--- src/rtl/module_post_pool_if.sv ---
// Pixel stream bundle between the accumulator, post-pool stage and write-back.
// Ports: in_valid/in_data carry 18-bit signed accumulations into the stage;
//        out_valid/out_data carry 8-bit signed quantised pixels out of it.
interface module_post_pool_if;
  logic               in_valid;
  logic signed [17:0] in_data;
  logic               out_valid;
  logic signed [7:0]  out_data;

  // master drives the input stream and observes results
  modport master (output in_valid, in_data, input out_valid, out_data);
  // slave is the post-pool stage itself
  modport slave  (input in_valid, in_data, output out_valid, out_data);
endinterface

--- src/rtl/module_post_pool.sv ---
// Bias add, optional leaky ReLU, requantise to int8, optional 2x2/2 max pool.
// Latency: 3 cycles unpooled, 4 cycles from window bottom-right when pooled; done at +4.
// No backpressure: input accepted whenever in_valid is high in RUN, ignored in IDLE.
// Ports: clk, rst (sync, active high); cfg_* and bias latched on cfg_start;
//        px (slave) pixel stream; busy high in RUN; done pulses once per frame.
module module_post_pool #(
  parameter int MAX_WIDTH = 112,
  parameter int COL_BIT   = 7,
  parameter int ROW_BIT   = 7
) (
  input  logic                clk,
  input  logic                rst,
  input  logic                cfg_start,
  input  logic [COL_BIT-1:0]  cfg_width,
  input  logic [ROW_BIT-1:0]  cfg_height,
  input  logic                cfg_pool_en,
  input  logic                cfg_leaky_en,
  input  logic [3:0]          cfg_shift,
  input  logic signed [17:0]  bias,
  module_post_pool_if.slave   px,
  output logic                busy,
  output logic                done
);

  typedef enum logic {IDLE, RUN} state_t;

  // Per-pixel tag: config rides along so a new frame can start while the
  // previous one is still draining.
  typedef struct packed {
    logic               vld;
    logic               last;
    logic               pool;
    logic               leaky;
    logic [3:0]         shift;
    logic [ROW_BIT-1:0] row;
    logic [COL_BIT-1:0] col;
  } tag_t;

  state_t state, state_nxt;
  logic   accept;
  logic   at_end;

  logic [COL_BIT-1:0] w_q, col;
  logic [ROW_BIT-1:0] h_q, row;
  logic               pool_q, leaky_q;
  logic [3:0]         shift_q;
  logic signed [17:0] bias_q;

  tag_t               t1, t2, t3;
  logic signed [18:0] s1, s2;
  logic signed [7:0]  q3;

  logic signed [19:0] rnd_add, rnd_sum, rnd_shr;
  logic signed [7:0]  q_nxt;

  logic signed [7:0]  pair;
  logic signed [7:0]  m;
  logic signed [7:0]  lb_rd;
  logic [COL_BIT-2:0] lb_addr;
  logic [7:0]         linebuf [MAX_WIDTH/2];
  logic               p4_vld;
  logic signed [7:0]  p4_dat;

  assign at_end = (col == w_q - COL_BIT'(1)) && (row == h_q - ROW_BIT'(1));

  always_comb begin
    state_nxt = state;
    accept    = 1'b0;
    busy      = (state == RUN);
    case (state)
      IDLE: if (cfg_start) state_nxt = RUN;
      RUN: begin
        accept = px.in_valid;
        if (px.in_valid && at_end) state_nxt = IDLE;
      end
      default: state_nxt = IDLE;
    endcase
  end

  always_ff @(posedge clk) begin
    if (rst) state <= IDLE;
    else     state <= state_nxt;
  end

  // Config latch and raster position counters
  always_ff @(posedge clk) begin
    if (rst) begin
      w_q <= '0; h_q <= '0; pool_q <= 1'b0; leaky_q <= 1'b0;
      shift_q <= '0; bias_q <= '0; col <= '0; row <= '0;
    end else if (state == IDLE && cfg_start) begin
      w_q <= cfg_width; h_q <= cfg_height; pool_q <= cfg_pool_en;
      leaky_q <= cfg_leaky_en; shift_q <= cfg_shift; bias_q <= bias;
      col <= '0; row <= '0;
    end else if (accept) begin
      if (col == w_q - COL_BIT'(1)) begin
        col <= '0;
        row <= row + ROW_BIT'(1);
      end else begin
        col <= col + COL_BIT'(1);
      end
    end
  end

  // Round half up: add 2^(S-1) before the floor shift; saturate to int8.
  always_comb begin
    rnd_add = (t2.shift == 4'd0) ? 20'sd0 : (20'sd1 <<< (t2.shift - 4'd1));
    rnd_sum = {s2[18], s2} + rnd_add;
    rnd_shr = rnd_sum >>> t2.shift;
    if (rnd_shr > 20'sd127)       q_nxt = 8'h7f;
    else if (rnd_shr < -20'sd128) q_nxt = 8'h80;
    else                          q_nxt = rnd_shr[7:0];
  end

  // Pool datapath: horizontal max of the pair, then vertical max against the
  // half-row stored by the even row at the same column pair.
  assign lb_addr = t3.col[COL_BIT-1:1];
  assign lb_rd   = linebuf[lb_addr];
  assign m       = (pair > q3) ? pair : q3;

  always_ff @(posedge clk) begin
    if (rst) begin
      t1 <= '0; t2 <= '0; t3 <= '0;
      s1 <= '0; s2 <= '0; q3 <= '0;
      pair <= '0; p4_vld <= 1'b0; p4_dat <= '0; done <= 1'b0;
    end else begin
      t1 <= '{vld: accept, last: accept && at_end, pool: pool_q,
              leaky: leaky_q, shift: shift_q, row: row, col: col};
      s1 <= $signed({px.in_data[17], px.in_data}) + $signed({bias_q[17], bias_q});

      t2 <= t1;
      s2 <= (t1.leaky && s1[18]) ? (s1 >>> 3) : s1;

      t3 <= t2;
      q3 <= q_nxt;

      if (t3.vld && t3.pool && !t3.col[0]) pair <= q3;
      p4_vld <= t3.vld && t3.pool && t3.col[0] && t3.row[0];
      p4_dat <= (lb_rd > m) ? lb_rd : m;
      done   <= t3.vld && t3.last;
    end
  end

  // Line buffer holds no reset: each even row writes a slot before the odd row reads it.
  always_ff @(posedge clk) begin
    if (t3.vld && t3.pool && t3.col[0] && !t3.row[0]) linebuf[lb_addr] <= m;
  end

  // Pooled and unpooled frames cannot collide on the output: a frame boundary
  // always spans at least two cycles of pipeline separation.
  assign px.out_valid = p4_vld || (t3.vld && !t3.pool);
  assign px.out_data  = p4_vld ? p4_dat : q3;

endmodule
--- src/flat_wrapper.sv ---
// flat-port wrapper written by rule: the top's interface ports become plain ports
module module_post_pool_flat 
#(
  parameter int MAX_WIDTH = 112,
  parameter int COL_BIT   = 7,
  parameter int ROW_BIT   = 7
)
  (clk, rst, cfg_start, cfg_width, cfg_height, cfg_pool_en, cfg_leaky_en, cfg_shift, bias, busy, done, px_in_valid, px_in_data, px_out_valid, px_out_data);
  module_post_pool_if px_i ();
  input  logic clk;
  input  logic rst;
  input  logic cfg_start;
  input  logic [COL_BIT-1:0] cfg_width;
  input  logic [ROW_BIT-1:0] cfg_height;
  input  logic cfg_pool_en;
  input  logic cfg_leaky_en;
  input  logic [3:0] cfg_shift;
  input  logic signed [17:0] bias;
  output logic busy;
  output logic done;
  input wire logic [$bits(px_i.in_valid)-1:0] px_in_valid;
  input wire logic [$bits(px_i.in_data)-1:0] px_in_data;
  output wire logic [$bits(px_i.out_valid)-1:0] px_out_valid;
  output wire logic [$bits(px_i.out_data)-1:0] px_out_data;
  assign px_i.in_valid = px_in_valid;
  assign px_i.in_data = px_in_data;
  assign px_out_valid = px_i.out_valid;
  assign px_out_data = px_i.out_data;
  module_post_pool #(.MAX_WIDTH(MAX_WIDTH), .COL_BIT(COL_BIT), .ROW_BIT(ROW_BIT)) u_core (.clk(clk), .rst(rst), .cfg_start(cfg_start), .cfg_width(cfg_width), .cfg_height(cfg_height), .cfg_pool_en(cfg_pool_en), .cfg_leaky_en(cfg_leaky_en), .cfg_shift(cfg_shift), .bias(bias), .px(px_i), .busy(busy), .done(done));
endmodule
--- config.mk ---
export PLATFORM = sky130hd
export DESIGN_NAME = module_post_pool_flat
export DESIGN_NICKNAME = d
export VERILOG_FILES = /design/src/rtl/module_post_pool_if.sv /design/src/rtl/module_post_pool.sv /design/src/flat_wrapper.sv
export SDC_FILE = /design/constraint.sdc
export NUM_CORES = 1
export LEC_CHECK = 0
export ABC_AREA = 1
export CORE_MARGIN = 2
export CORE_UTILIZATION = 45
export CTS_CLUSTER_SIZE = 8
export DETAILED_ROUTE_END_ITERATION = 10
export PLACE_DENSITY_LB_ADDON = 0.3
export SETUP_SLACK_MARGIN = 0.15
export SLEW_MARGIN = 0
export SYNTH_ARGS = -nofsm -noshare
export SYNTH_HDL_FRONTEND = slang
export SYNTH_SLANG_ARGS = --single-unit
--- constraint.sdc ---
create_clock -name clk -period 5.7 [get_ports clk]
set_input_delay 1.14 -clock clk [delete_from_list [all_inputs] [get_ports clk]]
set_output_delay 1.14 -clock clk [all_outputs]
set_load 0.02 [all_outputs]
==> Yosys cells after proc, flatten, opt, wreduce, memory -nomap -nowiden <==
Memories as Yosys holds them, arrays and structs flattened. A register that Yosys moved wholly into a read port is not among the register bits.
Cells that the tools add are included.
{ "word_totals": {"regBits": 159, "mem_bits_rw": 448, "in_bits": 60, "wordCells": 87, "n_memories": 1} }
{ "classes": {"add_sub_neg": 7, "magnitude_cmp": 4, "eq_ne": 2, "n_shift": 2, "mux": 15, "n_bitwise": 1, "n_reduce_logical": 20} }
{ "mem_list": {"columns": ["name", "depth", "width", "rd", "rd_ports_with_merged_regs", "wr", "line", "source"], "rows": [
  ["u_core.linebuf", 56, 8, 1, 1, 1, "module_post_pool.sv:60", "logic [7:0] linebuf [MAX_WIDTH/2];"]
]} }
{ "ops": {"columns": ["op", "count"], "rows": [
  ["two-way mux 8 bit", 4],
  ["adder 20 bit", 1],
  ["> comparator 20 x 8 -> 1 bit (second input constant)", 1],
  ["< comparator 20 x 8 -> 1 bit (second input constant)", 1],
  ["two-way mux 20 bit", 1],
  ["<<< shifter 2 x 4 -> 20 bit (first input constant)", 1],
  [">>> shifter 20 x 4 -> 20 bit", 1],
  ["adder 18 x 18 -> 19 bit", 1],
  ["two-way mux 18 bit", 1],
  ["> comparator 8 bit", 2],
  ["adder 7 x 1 -> 7 bit (second input constant)", 2],
  ["equality test 7 bit", 2],
  ["two-way mux 7 bit", 2],
  ["subtractor 7 x 1 -> 7 bit (second input constant)", 2],
  ["logical AND 1 bit", 12],
  ["two-way mux 6 bit", 1],
  ["two-way mux 1 bit", 5],
  ["logical NOT 4 bit", 1],
  ["OR reduction 2 bit", 2],
  ["subtractor 4 x 1 -> 4 bit (second input constant)", 1],
  ["logical NOT 1 bit", 3],
  ["one-hot mux 1 bit (2 select lines)", 1],
  ["AND reduction 2 bit", 1],
  ["logical OR 1 bit", 1],
  ["NOT 1 bit", 1]
]} }

==> Logic depth before layout (Yosys ltp) <==
{ "logic_depth": {"word_depth": 8, "depth_mapped": 27, "depth_no_buf": 26} }

==> Least setup slack after synthesis <==
OpenSTA, ideal clock, no wires.
{ "synth_path": {"path_kind": "register to register", "from": "register u_core.q3[1]", "to": "register u_core.p4_dat[4]", "setup_ns": 0.070, "arrival_time_ns": 5.234, "t_required_ns": 5.630, "slack_ns": 0.396, "path_stages_with_launch": 21, "path_buffers": 1, "synth_period_minus_slack_ns": 5.304, "path_cell_list": "dfxtp_1 -> inv_1 -> ha_1 -> inv_1 -> o21bai_1 -> nand3_1 -> a21oi_1 -> o41ai_1 -> o21ai_0 -> o21ai_1 -> o21ai_0 -> ha_1 -> o21bai_1 -> a221oi_1 -> o221ai_1 -> nand2_1 -> o21ai_0 -> o21ai_0 -> clkbuf_1 -> o21ai_0 -> a21oi_1"} }
{ "synth_via": {"elab_chain_cells": 4} }
{ "synth_lines": {"columns": ["element", "line", "source"], "rows": [
  ["start, declared", "module_post_pool.sv:51", "logic signed [7:0] q3;"],
  ["start signal, assigned", "module_post_pool.sv:134", "q3 <= q_nxt;"],
  ["> comparator 8 bit", "module_post_pool.sv:118", "assign m = (pair > q3) ? pair : q3;"],
  ["two-way mux 8 bit", "module_post_pool.sv:118", null],
  ["via u_core.m[0]", "module_post_pool.sv:57", "logic signed [7:0] m;"],
  ["> comparator 8 bit", "module_post_pool.sv:138", "p4_dat <= (lb_rd > m) ? lb_rd : m;"],
  ["two-way mux 8 bit", "module_post_pool.sv:138", null],
  ["end signal, assigned", "module_post_pool.sv:138", null],
  ["end, declared", "module_post_pool.sv:62", "logic signed [7:0] p4_dat;"]
]} }
The timed path passes the listed nets, and every way through them passes these cells.
A chain may end at the register's enable or synchronous reset.

==> impl_results.md <==
- Outcome: completed
- Compound-cell area share of the yosys netlist: 11.16%
- Synth async-reset ratio: 0%
- Hold depth: 2
- Count of state elements after synthesis: 607
- Setup CP Type: reg -> reg
- Post-detailed-route DRC marker count: 0
- Most frequent standard cell in the layout excluding fill and tap cells: edfxtp_1
- Headroom to the max-slew limit: 12.99%
- HPWL reported at the end of detailed placement: 42,900 um
- Clock tree from TritonCTS: done
- Detailed-route via count: 18.16k
- Final Power: 0.01027 W
- DIE AREA: roughly 59,000 sq um
- Number of antenna-violating nets in the routed design: 0
- Final Hold Fails: 0
- Pre-antenna DRT Iters: 7
- Initial drt markers: 1,673
- Pre-CTS setup slack: 1.037 ns
- Power Dens Cells: 348.2 nW/um^2
- Post-synthesis share of cell area spent on xor and xnor gates: less than 1%
- Share of the clock period used by the worst path: 82.94%
- Clock Power Share: 43.8%
- Final routed wire length divided by cell count: 20.52 um
- Total Routing Usage GR: 22.28%
- Setup TNS: 0 ns
- Static Leakage: 10.75 nW
- GPL Wtd Cong: 0.8980
- Count of pins over their slew limit: 0
- Net switching power figure: roughly 0.0023 W
- Post-synth EDFFs: around 450
- TritonCTS buffer count: 85
- Share of total power in combinational logic: 7.4%
- TritonCTS Sinks: between 600 and 700
- Die width: ~240 um
- Signed area change from the synthesized netlist to the final layout: 15.32%
- Cells taking the most area after synthesis: edfxtp_1, dfxtp_1, nand2_1
- Maximum resistive drop on vdd: 0.0002950 V
- Number of top-level pins: 71
- Min Clock Period, post-route: roughly 4.7 ns
- Arrival time at the worst endpoint: 5.19 ns
- Number of cell instances on the worst register-to-register path: 21
- Count of yosys warnings during synthesis: 0
- Post-synth net total: between 2k and 2.5k
- Cell type with the highest aggregate area in the netlist: edfxtp_1
- Max Clock Skew: approximately 0.030 ns
- Worst Max-Slew Pin Slew: 1.295 ns
- Area inside the core boundary: 56,280 sq um
- Num rows: 87
- Library cell used as clock root buffer: clkbuf_16
- Sequential-to-total area share from yosys stat: roughly 65%
- Area of combinational cells with multiple inputs: 7908 sq um
- Worst R2R Setup Slack: about 0.97 ns
- Initial antenna violation count: 0
- Overall die height: 242.4 um
- Latest clock arrival within the worst-skew pair: between 0.6 and 0.7 ns
- Final-report setup violation count: 0
- Combinational family with the most area after synthesis: simple AND/OR/NAND/NOR gates
- Start point of the worst min-delay path: u_core.t1[0]
- Clock edge transition at the registers on the reported setup and hold paths: around 0.050 ns
- Terminus of the critical flop-to-flop path: u_core.p4_dat[0]
- Adder-cell share of the synthesized area: roughly 2.8%
- Initial core utilization: 45.45%
- Total of max-cap violations: 0
- Layout Utilization: 52.42%
- Main flop type after synthesis: edfxtp_1
- Share of synthesized area spent on multiplexers: 0%
- Layout cells sized above 1: 7.695%
- Required time at the endpoint of the critical path: 6.16 ns
- Gate count after technology mapping: 2,347
- Routed Wire Length: 66,450 um
- Worst Hold Endpoint: u_core.t2[0]
- Critical-path maximum fanout: 24
- Library cells used by synthesis: 57
- Smallest setup slack after layout: 0.9726 ns
- Count of port buffers added during placement: 70
- Largest net degree at the start of global routing: 86
- Type of element capturing the critical path: flop
- Post-CTS repair timing setup buffer count: 0
- Internal: 0.007922 W
- Sequential group share of total power: 48.8%
- Path class of the lowest-slack min-delay path: reg -> reg
- FILL cells: 4,872
- Startpoint type of the worst setup path: flop
- Highest layer used for signal routing: met4
- WL met2: 31,800 um
- Most frequent cells in the layout: edfxtp_1, nand2_1, nor2_1
- Number of global-route vias before repair: between 15k and 20k
- Maximum buffer depth of the clock tree: 3
- Wire length on met1: 28,200 um
- Simple-Gate Fraction of Synth Area: 15.86%
- Post-synth top area share: 52.59%
- Antenna diodes: 0
- Net Sw Frac: between 20% and 30%
- H-tree Lvls: 3
- Unrepaired setup endpoints after global routing: false
- Congestion Overflow GR: 0
- Syn Area/Cell: 10.90 sq um
- Number of hold buffers added after CTS: 0
- Cells resized by post-CTS repair: 0
- Wire length of the first global-routing pass: 101,800 um
- Sequential cell area in the final layout: 16,640 sq um
- Top achievable clock speed: between 200 and 250 MHz
- Wire length on met3: 4678 um
- Synth Cell Area: about 26,000 sq um
- Vias per Instance: 5.607
- # nets final: roughly 2.6k
- Reg-to-reg critical path startpoint: u_core.lb_addr[2]
==> registers in the layout, summed over array words and instances, names as in the netlist, 7 cells and up <==
| signal | cells |
|---|---|
| u_core.w_q | 7 |
| u_core.row | 7 |
| u_core.s2 | 19 |
| u_core.q3 | 8 |
| u_core.p4_dat | 8 |
| u_core.t1 | 16 |
| u_core.t2 | 15 |
| u_core.pair | 8 |
| u_core.col | 7 |
| u_core.linebuf | 448 |
| u_core.bias_q | 18 |
| u_core.h_q | 7 |
| u_core.s1 | 19 |
==> worst max-delay path by stage <==
| stage | start | to | slack, ns | cells past startpoint |
|---|---|---|---|---|
| 2_1_floorplan | u_core.q3[1] | u_core.p4_dat[4] | 0.40 | 20 |
| 3_3_place_gp | u_core.lb_addr[0] | u_core.p4_dat[0] | 1.15 | 17 |
| 3_5_place_dp | u_core.lb_addr[2] | u_core.p4_dat[0] | 1.04 | 17 |
| 4_1_cts | u_core.lb_addr[2] | u_core.p4_dat[0] | 1.04 | 17 |
| 5_1_grt | u_core.lb_addr[0] | u_core.p4_dat[0] | 0.63 | 21 |
| 6_report | u_core.lb_addr[2] | u_core.p4_dat[0] | 0.97 | 21 |
==> routing by layer <==
layer | vias up | global-route usage [%]
met1 | 8810 | 29.62
met4 | 0 | 8.061
met2 | 677 | 36.56
li1 | 8555 | -
met3 | 115 | 4.099
met5 | - | 0
==> power by group through the flow <==
| stage | sequential, W | combinational [W] | clock (W) |
|---|---|---|---|
| after floorplan | 0.00508 | 0.000470 | 0 |
| after CTS | 0.00501 | 0.000757 | 0.00455 |
| after detailed placement | 0.00510 | 0.000752 | 0 |
| after global placement | 0.00509 | 0.000736 | 0 |
| final | 0.00501 | 0.000759 | 0.00450 |
| after global routing | 0.00502 | 0.000843 | 0.00474 |
==> cell families (layout without fill, tap and decap cells) <==
family / after synthesis / in the layout
AOI/OAI and AO/OA: 444 / 444
xor gates and xnor gates: 29 / 29
adders and majority gates: 56 / 56
buffers and inverters: 269 / 404
DFF: 607 / 607
other: 1 / 1
and+or+nand+nor: 941 / 941
==> critical path, cell delays in order (launching register included) <==
cell and delay (ns):
dfxtp_1 0.40, inv_1 0.12, nand3_1 0.19, inv_2 0.30, buf_4 0.30, a221oi_1 0.31, nand4_1 0.13, nand2_1 0.11
nand2_1 0.09, nor3b_1 0.49, nand4_1 0.26, ha_1 0.36, inv_1 0.07, o21bai_1 0.07, a221oi_1 0.26, o221ai_1 0.14
nand2_1 0.07, o21ai_0 0.07, o21ai_1 0.46, inv_1 0.15, nor2_1 0.14, a211oi_1 0.05
==> cell usage after synthesis, drive strengths merged, types with 3 or more instances <==
master  number
edfxtp     448
nand2      448
nor2       271
inv        178
dfxtp      159
o21ai      138
nand3      121
a21oi      109
a22oi       68
a221oi      60
nand4       57
ha          54
clkbuf      48
buf         40
a22o        27
nor3        25
xor2        20
a31oi       10
xnor2        9
or2          6
a211oi       5
nand3b       4
o211ai       4
o21a         4
a21o         3
a41oi        3
and2         3
clkinv       3
nor3b        3
nor4         3
o21bai       3
==> cell type report <==
class	instances	area share, %
clock buffer	113	7.638
clock inverter	6	0.3393
inverter	181	2.311
multi-input combinational	1471	26.80
sequential	607	56.39
tap	756	3.206
timing repair buffer	104	3.308
==> stage by stage <==
stage                     area, sq um  cells  hold WS [ns]
after detailed placement        27150   3119        0.3936
after floorplan                 25580   2347        0.3883
after global routing            29500   3238        0.4085
after global placement          27150   3119        0.3927
after CTS                       29500   3238        0.3986
final                           29500   3238        0.3922
No activity file was read; power rests on OpenSTA's default activity.
